<file path="config.mk">
export PLATFORM = sky130hd
export DESIGN_NAME = dff_load_ctrl
export DESIGN_NICKNAME = d
export VERILOG_FILES = /design/src/rtl/dff_ctrl_pkg.sv /design/src/rtl/dff_load_cnt.sv /design/src/rtl/dff_load_ctrl.sv
export SDC_FILE = /design/constraint.sdc
export NUM_CORES = 1
export LEC_CHECK = 0
export CAP_MARGIN = 10
export CORE_AREA = 2 2 70 72
export CTS_CLUSTER_SIZE = 12
export DETAILED_ROUTE_END_ITERATION = 8
export DIE_AREA = 0 0 72 74
export HOLD_SLACK_MARGIN = 0.15
export PLACE_DENSITY = 0.79
export SETUP_SLACK_MARGIN = 0.3
export SYNTH_ARGS = -nofsm -noshare
export SYNTH_HDL_FRONTEND = slang
export SYNTH_SLANG_ARGS = --single-unit
</file>
<file path="constraint.sdc">
create_clock -name i_clk -period 2.3 [get_ports i_clk]
set_input_delay 0.46 -clock i_clk [delete_from_list [all_inputs] [get_ports i_clk]]
set_output_delay 0.46 -clock i_clk [all_outputs]
set_load 0.05 [all_outputs]
</file>
<file path="src/rtl/dff_ctrl_pkg.sv">
// Shared types and constants for the flip-flop bank load controller.
// Latency: n/a (declarations only).
// Backpressure: n/a (declarations only).
package dff_ctrl_pkg;

    // Controller states; ST_PAR is only reachable when DFF_LOAD_CTRL_PARITY_EN is defined
    typedef enum logic [2:0] {
        ST_IDLE = 3'd0,
        ST_CLR  = 3'd1,
        ST_LOAD = 3'd2,
        ST_PAR  = 3'd3,
        ST_DONE = 3'd4
    } state_t;

    // Default word width, equal to the number of bank flip-flops sequenced
    localparam int DFF_WORD_W = 8;

    // ceil(log2(n)); used to size the bit-index counter
    function automatic int clog2(input int n);
        int r;
        r = 0;
        for (int i = 0; i < 32; i++) begin
            if ((1 << i) < n) begin
                r = i + 1;
            end
        end
        return r;
    endfunction

endpackage

</file>
<file path="src/rtl/dff_load_cnt.sv">
// Bit-index counter with one-hot decode for sequencing the bank flip-flops.
// Latency: index updates one cycle after inc; one-hot and last decode straight from the index.
// Backpressure: none; clr has priority over inc, and the index saturates at N-1.
module dff_load_cnt
    import dff_ctrl_pkg::*;
#(
    parameter  int N  = DFF_WORD_W,
    localparam int KW = clog2(N)
) (
    input  logic          i_clk,
    input  logic          i_clear_n,
    input  logic          i_clr,
    input  logic          i_inc,
    output logic [KW-1:0] o_k,
    output logic [N-1:0]  o_en,
    output logic          o_last
);

    logic [KW-1:0] r_k;
    logic [N-1:0]  w_one;

    assign w_one  = {{(N-1){1'b0}}, 1'b1};
    assign o_k    = r_k;
    assign o_en   = w_one << r_k;
    assign o_last = (r_k == KW'(N - 1));

    // Index restarts on clr and advances on inc, holding at N-1 so it never wraps
    always_ff @(posedge i_clk or negedge i_clear_n) begin
        if (!i_clear_n) begin
            r_k <= '0;
        end else if (i_clr) begin
            r_k <= '0;
        end else if (i_inc && !o_last) begin
            r_k <= r_k + KW'(1);
        end
    end

endmodule

</file>
<file path="src/rtl/dff_load_ctrl.sv">
// Serial-to-bank load sequencer: clear strobe, one-hot bit enables, parallel copy, done pulse.
// Latency: start to done is N+2 cycles (N+3 with DFF_LOAD_CTRL_PARITY_EN, which adds a parity-check state).
// Backpressure: start is only sampled in idle and never queued; abort drops the load from any active state except done.
module dff_load_ctrl
    import dff_ctrl_pkg::*;
#(
    parameter int N = DFF_WORD_W
) (
    input  logic         i_clk,
    input  logic         i_clear_n,
    input  logic         i_start,
    input  logic         i_abort,
    input  logic         i_sdata,
    output logic         o_busy,
    output logic         o_bank_clr,
    output logic [N-1:0] o_en,
    output logic         o_d,
    output logic [N-1:0] o_par_q,
    output logic         o_done,
    output logic         o_par_err
);

    localparam int KW = clog2(N);

    state_t        r_state;
    logic          r_busy;
    logic          r_bank_clr;
    logic          r_done;
    logic [N-1:0]  r_par_q;

    logic          w_load;
    logic          w_last;
    logic [KW-1:0] w_k;
    logic [N-1:0]  w_en_oh;

    assign w_load = (r_state == ST_LOAD);

    // The index only runs while loading; any other state parks it at zero
    dff_load_cnt #(
        .N (N)
    ) u_cnt (
        .i_clk     (i_clk),
        .i_clear_n (i_clear_n),
        .i_clr     (!w_load),
        .i_inc     (w_load),
        .o_k       (w_k),
        .o_en      (w_en_oh),
        .o_last    (w_last)
    );

    assign o_busy     = r_busy;
    assign o_bank_clr = r_bank_clr;
    assign o_done     = r_done;
    assign o_par_q    = r_par_q;
    // Bank enable and data are decoded from the state register; sdata is the only input passed through
    assign o_en       = w_en_oh & {N{w_load}};
    assign o_d        = w_load & i_sdata;

`ifdef DFF_LOAD_CTRL_PARITY_EN
    logic r_par_err;
    assign o_par_err = r_par_err;
`else
    assign o_par_err = 1'b0;
`endif

    // Sequencer: state transitions, registered status outputs and the parallel word copy
    always_ff @(posedge i_clk or negedge i_clear_n) begin
        if (!i_clear_n) begin
            r_state    <= ST_IDLE;
            r_busy     <= 1'b0;
            r_bank_clr <= 1'b0;
            r_done     <= 1'b0;
            r_par_q    <= '0;
`ifdef DFF_LOAD_CTRL_PARITY_EN
            r_par_err  <= 1'b0;
`endif
        end else begin
            // Strobes and the error flag are single-cycle unless a branch re-asserts them
            r_bank_clr <= 1'b0;
            r_done     <= 1'b0;
`ifdef DFF_LOAD_CTRL_PARITY_EN
            r_par_err  <= 1'b0;
`endif
            case (r_state)
                ST_IDLE: begin
                    // abort is deliberately not looked at here, so start always wins
                    if (i_start) begin
                        r_state    <= ST_CLR;
                        r_busy     <= 1'b1;
                        r_bank_clr <= 1'b1;
                        r_par_q    <= '0;
                    end
                end
                ST_CLR: begin
                    r_par_q <= '0;
                    if (i_abort) begin
                        r_state <= ST_IDLE;
                        r_busy  <= 1'b0;
                    end else begin
                        r_state <= ST_LOAD;
                    end
                end
                ST_LOAD: begin
                    if (i_abort) begin
                        // No partial word survives a cancelled load
                        r_state <= ST_IDLE;
                        r_busy  <= 1'b0;
                        r_par_q <= '0;
                    end else begin
                        r_par_q[w_k] <= i_sdata;
                        if (w_last) begin
`ifdef DFF_LOAD_CTRL_PARITY_EN
                            r_state <= ST_PAR;
`else
                            r_state <= ST_DONE;
                            r_done  <= 1'b1;
`endif
                        end
                    end
                end
`ifdef DFF_LOAD_CTRL_PARITY_EN
                ST_PAR: begin
                    if (i_abort) begin
                        r_state <= ST_IDLE;
                        r_busy  <= 1'b0;
                        r_par_q <= '0;
                    end else begin
                        // Even parity: the word plus its parity bit must XOR to zero
                        r_state   <= ST_DONE;
                        r_done    <= 1'b1;
                        r_par_err <= (^r_par_q) ^ i_sdata;
                    end
                end
`endif
                ST_DONE: begin
                    // abort is ignored so the done pulse always completes
                    r_state <= ST_IDLE;
                    r_busy  <= 1'b0;
                end
                default: begin
                    r_state <= ST_IDLE;
                    r_busy  <= 1'b0;
                end
            endcase
        end
    end

endmodule
</file>
# == Yosys cells after proc, flatten, opt, wreduce, memory -nomap -nowiden ==
# Cells that the tools add are included.
# W data, S select, Z words.
# totals
ff_bits,46
in_bits,5
output_inout_bits,21
wordCells,49
# classes
addsub,1
n_lt_le_gt_ge,2
eq_ne,7
shift,1
n_mux,21
bitwise,2
n_reduce_logical,9
# op_table
operator,count
$mux W32,2
$add A32 B1 Y32 const B,1
$eq A32 B3 Y1 const B,1
$ge A32 B1 Y1 const B,1
$lt A32 B4 Y1 const B,1
$shl A1 B32 Y8 const A,1
$pmux W8 S3,1
$mux W8,2
$mux W3,3
$pmux W3 S3,1
$and A8 B8 Y8,1
$bwmux W8,1
$mux W1,8
$reduce_and A2 Y1,3
$ne A2 B2 Y1 const B,2
$demux W1 S3,1
$eq A3 B1 Y1 const B,1
$eq A3 B2 Y1 const B,1
$logic_not A3 Y1,1
$ne A3 B3 Y1 const B,1
$reduce_bool A3 Y1,1
$logic_and A1 B1 Y1,2
$mux W2,1
$ne A2 B1 Y1 const B,1
other kinds (4),4

# == Depth between registers and ports, before layout ==
# logic_depth
word_depth,7
mapped_depth,7
ltp_nobuf,6

# == Hierarchy ==
# A second synthesis with hierarchy kept.
# hier_totals
cells_unflattened,299
area_unflattened_um2,2690.1
# by_module_without_submodules
mod,n_inst,cells_each,area_each_um2,seq_area_each_um2
dff_load_cnt,1,205,1813.0,800.8
dff_load_ctrl,1,94,877.1,350.3

# == Worst setup path before layout ==
# OpenSTA, ideal clock, no wires.
# synth_path
path_type,register to output
from,"register u_cnt.r_k[26], in the netlist u_cnt.o_k[26]"
to,output o_en[7]
arrival_ps,2554
path_slack_ps,-714
path_stages_with_launch,4
n_path_buf,0
cell_sequence,dfrtp_1 nor4_2 nand4_2 nor4_1
# synth_between
elab_chain_cells,2
# synth_rtl
item,line,text
"start, declared",dff_load_cnt.sv:19,logic [KW-1:0] r_k;
"start signal, assigned",dff_load_cnt.sv:34,r_k <= r_k + KW'(1);
$shl A1 B32 Y8,dff_load_cnt.sv:24,assign o_en = w_one << r_k;
$and A8 B8 Y8,dff_load_ctrl.sv:56,assign o_en = w_en_oh & {N{w_load}};
"end, declared",dff_load_ctrl.sv:16,"output logic [N-1:0] o_en,"
# No other way between the ends.

# == Worst setup path after layout ==
# layout_path
from,"register u_cnt.r_k[27], in the netlist u_cnt.o_k[27]"
to,output o_en[1]
# Same word-level chain as after synthesis.

==> results.sh <==
export IMPL_crit_chain="nor2_1, nand3_1, or4_4, nor3_4, buf_12"
export IMPL_synth_compound_area_share_pct=8.061
export IMPL_crit_type="flop to output port"
export IMPL_grt_pass1_wl_um=10590
export IMPL_hold_viol=0
export IMPL_whs_ns=0.2332
export IMPL_cts_sinks=46
export IMPL_pwr_share_comb_pct=18.0
export IMPL_ys_flop_type="dfrtp_1"
export IMPL_syn_nets=262
export IMPL_dr_pass1_iters=5
export IMPL_final_cell_mix="buf_4, nor2_1, dfrtp_1"
export IMPL_synth_xor_area_share_pct=9.286
export IMPL_wl_um=6992
export IMPL_muxShareOfSynthArea_pct=1.633
export IMPL_violations="setup timing"
export IMPL_synth_simple_area_share_pct=31.48
export IMPL_cp_max_fo=5
export IMPL_power_switching_uw=469.8
export IMPL_dp_hpwl_um=4015
export IMPL_num_rows=25
export IMPL_cts_tree="done"
export IMPL_synth_top_family_by_area="simple AND/OR/NAND/NOR gates"
export IMPL_async_flop_share_pct=100.0
export IMPL_fin_tns_setup_ns=-1.741
export IMPL_ir_drop_mv=0.3726
export IMPL_synthAdderAreaFrac_pct=0.5102
export IMPL_wl_per_cell_um=18.35
export IMPL_cts_inserted_buffers=5
export IMPL_die_area_sq_um=5328
export IMPL_gp_congestion=0.8413
export IMPL_synth_seq_area_share_pct=46.94
export IMPL_syn_area_sq_um=2452
export IMPL_netlist_instances=256
export IMPL_drive_gt1_share_pct=29.97
export IMPL_die_width_um=72
export IMPL_setup_violations=8
export IMPL_fmax_ghz=0.3833
export IMPL_hold_buffers=0
export IMPL_hold_class="primary input to async pin"
export IMPL_max_stage_delay_ns=0.60
export IMPL_cp_slowest_cell="or4_4"
export IMPL_crit_arrival_ns=2.15
export IMPL_dp_cells=357
export IMPL_drcViolationCount=0
export IMPL_cp_top_family="simple AND/OR/NAND/NOR gates"
export IMPL_drv_slew=0
export IMPL_io_pins=26
export IMPL_fin_ws_ns=-0.3091
export IMPL_cts_buffer_depth=2
export IMPL_tightest_slew_ns=0.5766
export IMPL_ys_types=40
export IMPL_cp_start_kind="flop"
export IMPL_rsz0062_at_grt="yes"
export IMPL_p_sw_share_pct=26.90
export IMPL_grt_max_degree=47
export IMPL_seqCellArea_sq_um=1155
export IMPL_p_per_area_nw_per_um2=502.4
export IMPL_start_util_pct=53.33
export IMPL_antenna_found_initial=0
export IMPL_gr_total_overflow=0
export IMPL_antenna_left=0
export IMPL_finalCriticalPeriod_ns=2.609
export IMPL_drv_cap=0
export IMPL_fillCellCount=266
export IMPL_multi_input_area_sq_um=1415
export IMPL_status="complete, but fails checks"
export IMPL_finalClockSkew_ns=0.009974
export IMPL_htree_levels=2
export IMPL_pwr_share_seq_pct=47.7
export IMPL_insertedDiodeCount=0
export IMPL_clkSlewWorstSetupHoldPaths_ns=0.09
export IMPL_groute_usage_overall_pct=26.19
export IMPL_first_iter_violations=149
export IMPL_clock_latency_ns=0.31
export IMPL_synthToLayoutAreaGrowth_pct=41.79
export IMPL_vias=2323
export IMPL_intPower_uw=1277
export IMPL_slew_headroom_pct=61.56
export IMPL_coreArea_sq_um=4598
export IMPL_numPortBuffers=24
export IMPL_nets=332
export IMPL_instances_no_fill=381
export IMPL_worstPathRequired_ns=1.84
export IMPL_ys_ff_latch=46
export IMPL_fin_crit_sh_pct=113.4
export IMPL_clockPowerShare_pct=34.2
export IMPL_dieHeight_um=74
export IMPL_crit_path_end_kind="output port"
export IMPL_yosys_warnings=0
export IMPL_path_buf_inv=1
export IMPL_final_common_cell="buf_4"
export IMPL_clockRootBuffer="clkbuf_8"
export IMPL_avgViaCountPerCell=6.097
export IMPL_postSynthAreaPerCell_sq_um=9.580
export IMPL_leakage_uw=0.001529
export IMPL_grt_pass1_vias=2195
export IMPL_p_total_uw=1747
export IMPL_synth_edf_count=0
-- per-layer routing --
metal  track usage [%]  wire length [um]
met3             5.556               469
met4             11.95               235
met5                 0                 0
met2             42.28              3439
met1             34.34              2847
-- sequential cells by signal, summed over array words and instances (netlist names) --
name and cells:
r_state 3, o_done 1, o_bank_clr 1, o_busy 1
o_par_q 8, u_cnt.o_k 32
-- final timing paths --
| kind | startpoint | endpoint | slack [ns] | depth (start not counted) |
|---|---|---|---|---|
| worst max-delay path | u_cnt.o_k[27]$_DFFE_PN0P_ | o_en[1] | -0.31 | 5 |
| worst min-delay path | i_clear_n | u_cnt.o_k[0]$_DFFE_PN0P_ | 0.23 | 2 |
| worst max register to register | u_cnt.o_k[26]$_DFFE_PN0P_ | u_cnt.o_k[3]$_DFFE_PN0P_ | 0.16 | 9 |
| worst min register to register | o_par_q[7]$_DFFE_PN0P_ | o_par_q[7]$_DFFE_PN0P_ | 0.52 | 1 |
| max in group asynchronous | i_clear_n | u_cnt.o_k[14]$_DFFE_PN0P_ | 1.66 | 2 |
| min in group i_clk | o_par_q[7]$_DFFE_PN0P_ | o_par_q[7]$_DFFE_PN0P_ | 0.52 | 1 |
-- stage by stage --
stage	cell area, sq um	util [%]	worst slack [ns]
5_1_grt	3477	75.62	-0.3845
3_3_place_gp	3118	67.81	0.004175
4_1_cts	3377	73.44	-0.2720
6_report	3477	75.62	-0.3091
3_5_place_dp	3118	67.81	-0.008603
2_1_floorplan	2529	-	-0.1737
-- cell usage after synthesis (2+ instances only) --
cell	instances	share of area, %
nor4_2	5	2.6
nand2_1	17	2.6
nand2b_1	3	0.77
nor2b_1	2	0.51
o21ai_0	13	2.7
mux2i_1	4	1.6
or3_1	4	1.0
buf_2	2	0.41
dfrtp_1	46	47
nand4_1	11	2.8
xnor2_1	3	1.1
and3_1	2	0.51
nand3_1	17	3.5
clkbuf_1	5	0.77
nand4_2	2	1.0
xor2_1	23	8.2
nor4_1	5	1.3
buf_4	2	0.61
nor3_1	5	1.0
a21oi_1	9	1.8
a31o_2	2	0.71
a31o_1	3	1.1
nor4_4	2	1.7
a31oi_1	3	0.77
nor3_2	2	0.82
nor2_1	50	7.7
-- repair_timing --
action                     CTS  global route
setup endpoints to repair   14            33
gates cloned                 1             0
resized for setup           12             9
setup buffers                7             8
pin swaps                   11             8
-- cell families after synthesis --
| logic type | after synthesis |
|---|---|
| simple gates | 135 |
| flops | 46 |
| compound gates | 33 |
| xor+xnor | 26 |
| buf+inv | 10 |
| mux | 4 |
| fa+ha+maj | 1 |
| other cells | 1 |
-- worst reg2reg max path, stage by stage (launching register included) --
cell	delay, ns
dfrtp_1	0.42
nor4_4	0.32
buf_4	0.17
nand4_4	0.12
buf_4	0.18
buf_6	0.12
buf_4	0.15
nor3_4	0.27
nor4_2	0.07
a31o_2	0.22
-- power by group through the flow --
| stage | sequential (uW) | combinational, uW | clock (uW) |
|---|---|---|---|
| 2_1_floorplan | 880 | 130 | 0 |
| 3_3_place_gp | 853 | 257 | 0 |
| 3_5_place_dp | 854 | 258 | 0 |
| 4_1_cts | 838 | 292 | 607 |
| 5_1_grt | 836 | 336 | 629 |
| 6_report | 834 | 315 | 598 |
-- area by class of cell --
class | instances | share of cell area [%]
sequential | 46 | 33.21
clock buffer | 7 | 2.195
timing repair buffer | 72 | 20.98
tap | 54 | 1.943
clock inverter | 1 | 0.8636
multi-input combinational | 200 | 40.70
inverter | 1 | 0.1080
Power figures use the tool's default switching activity.
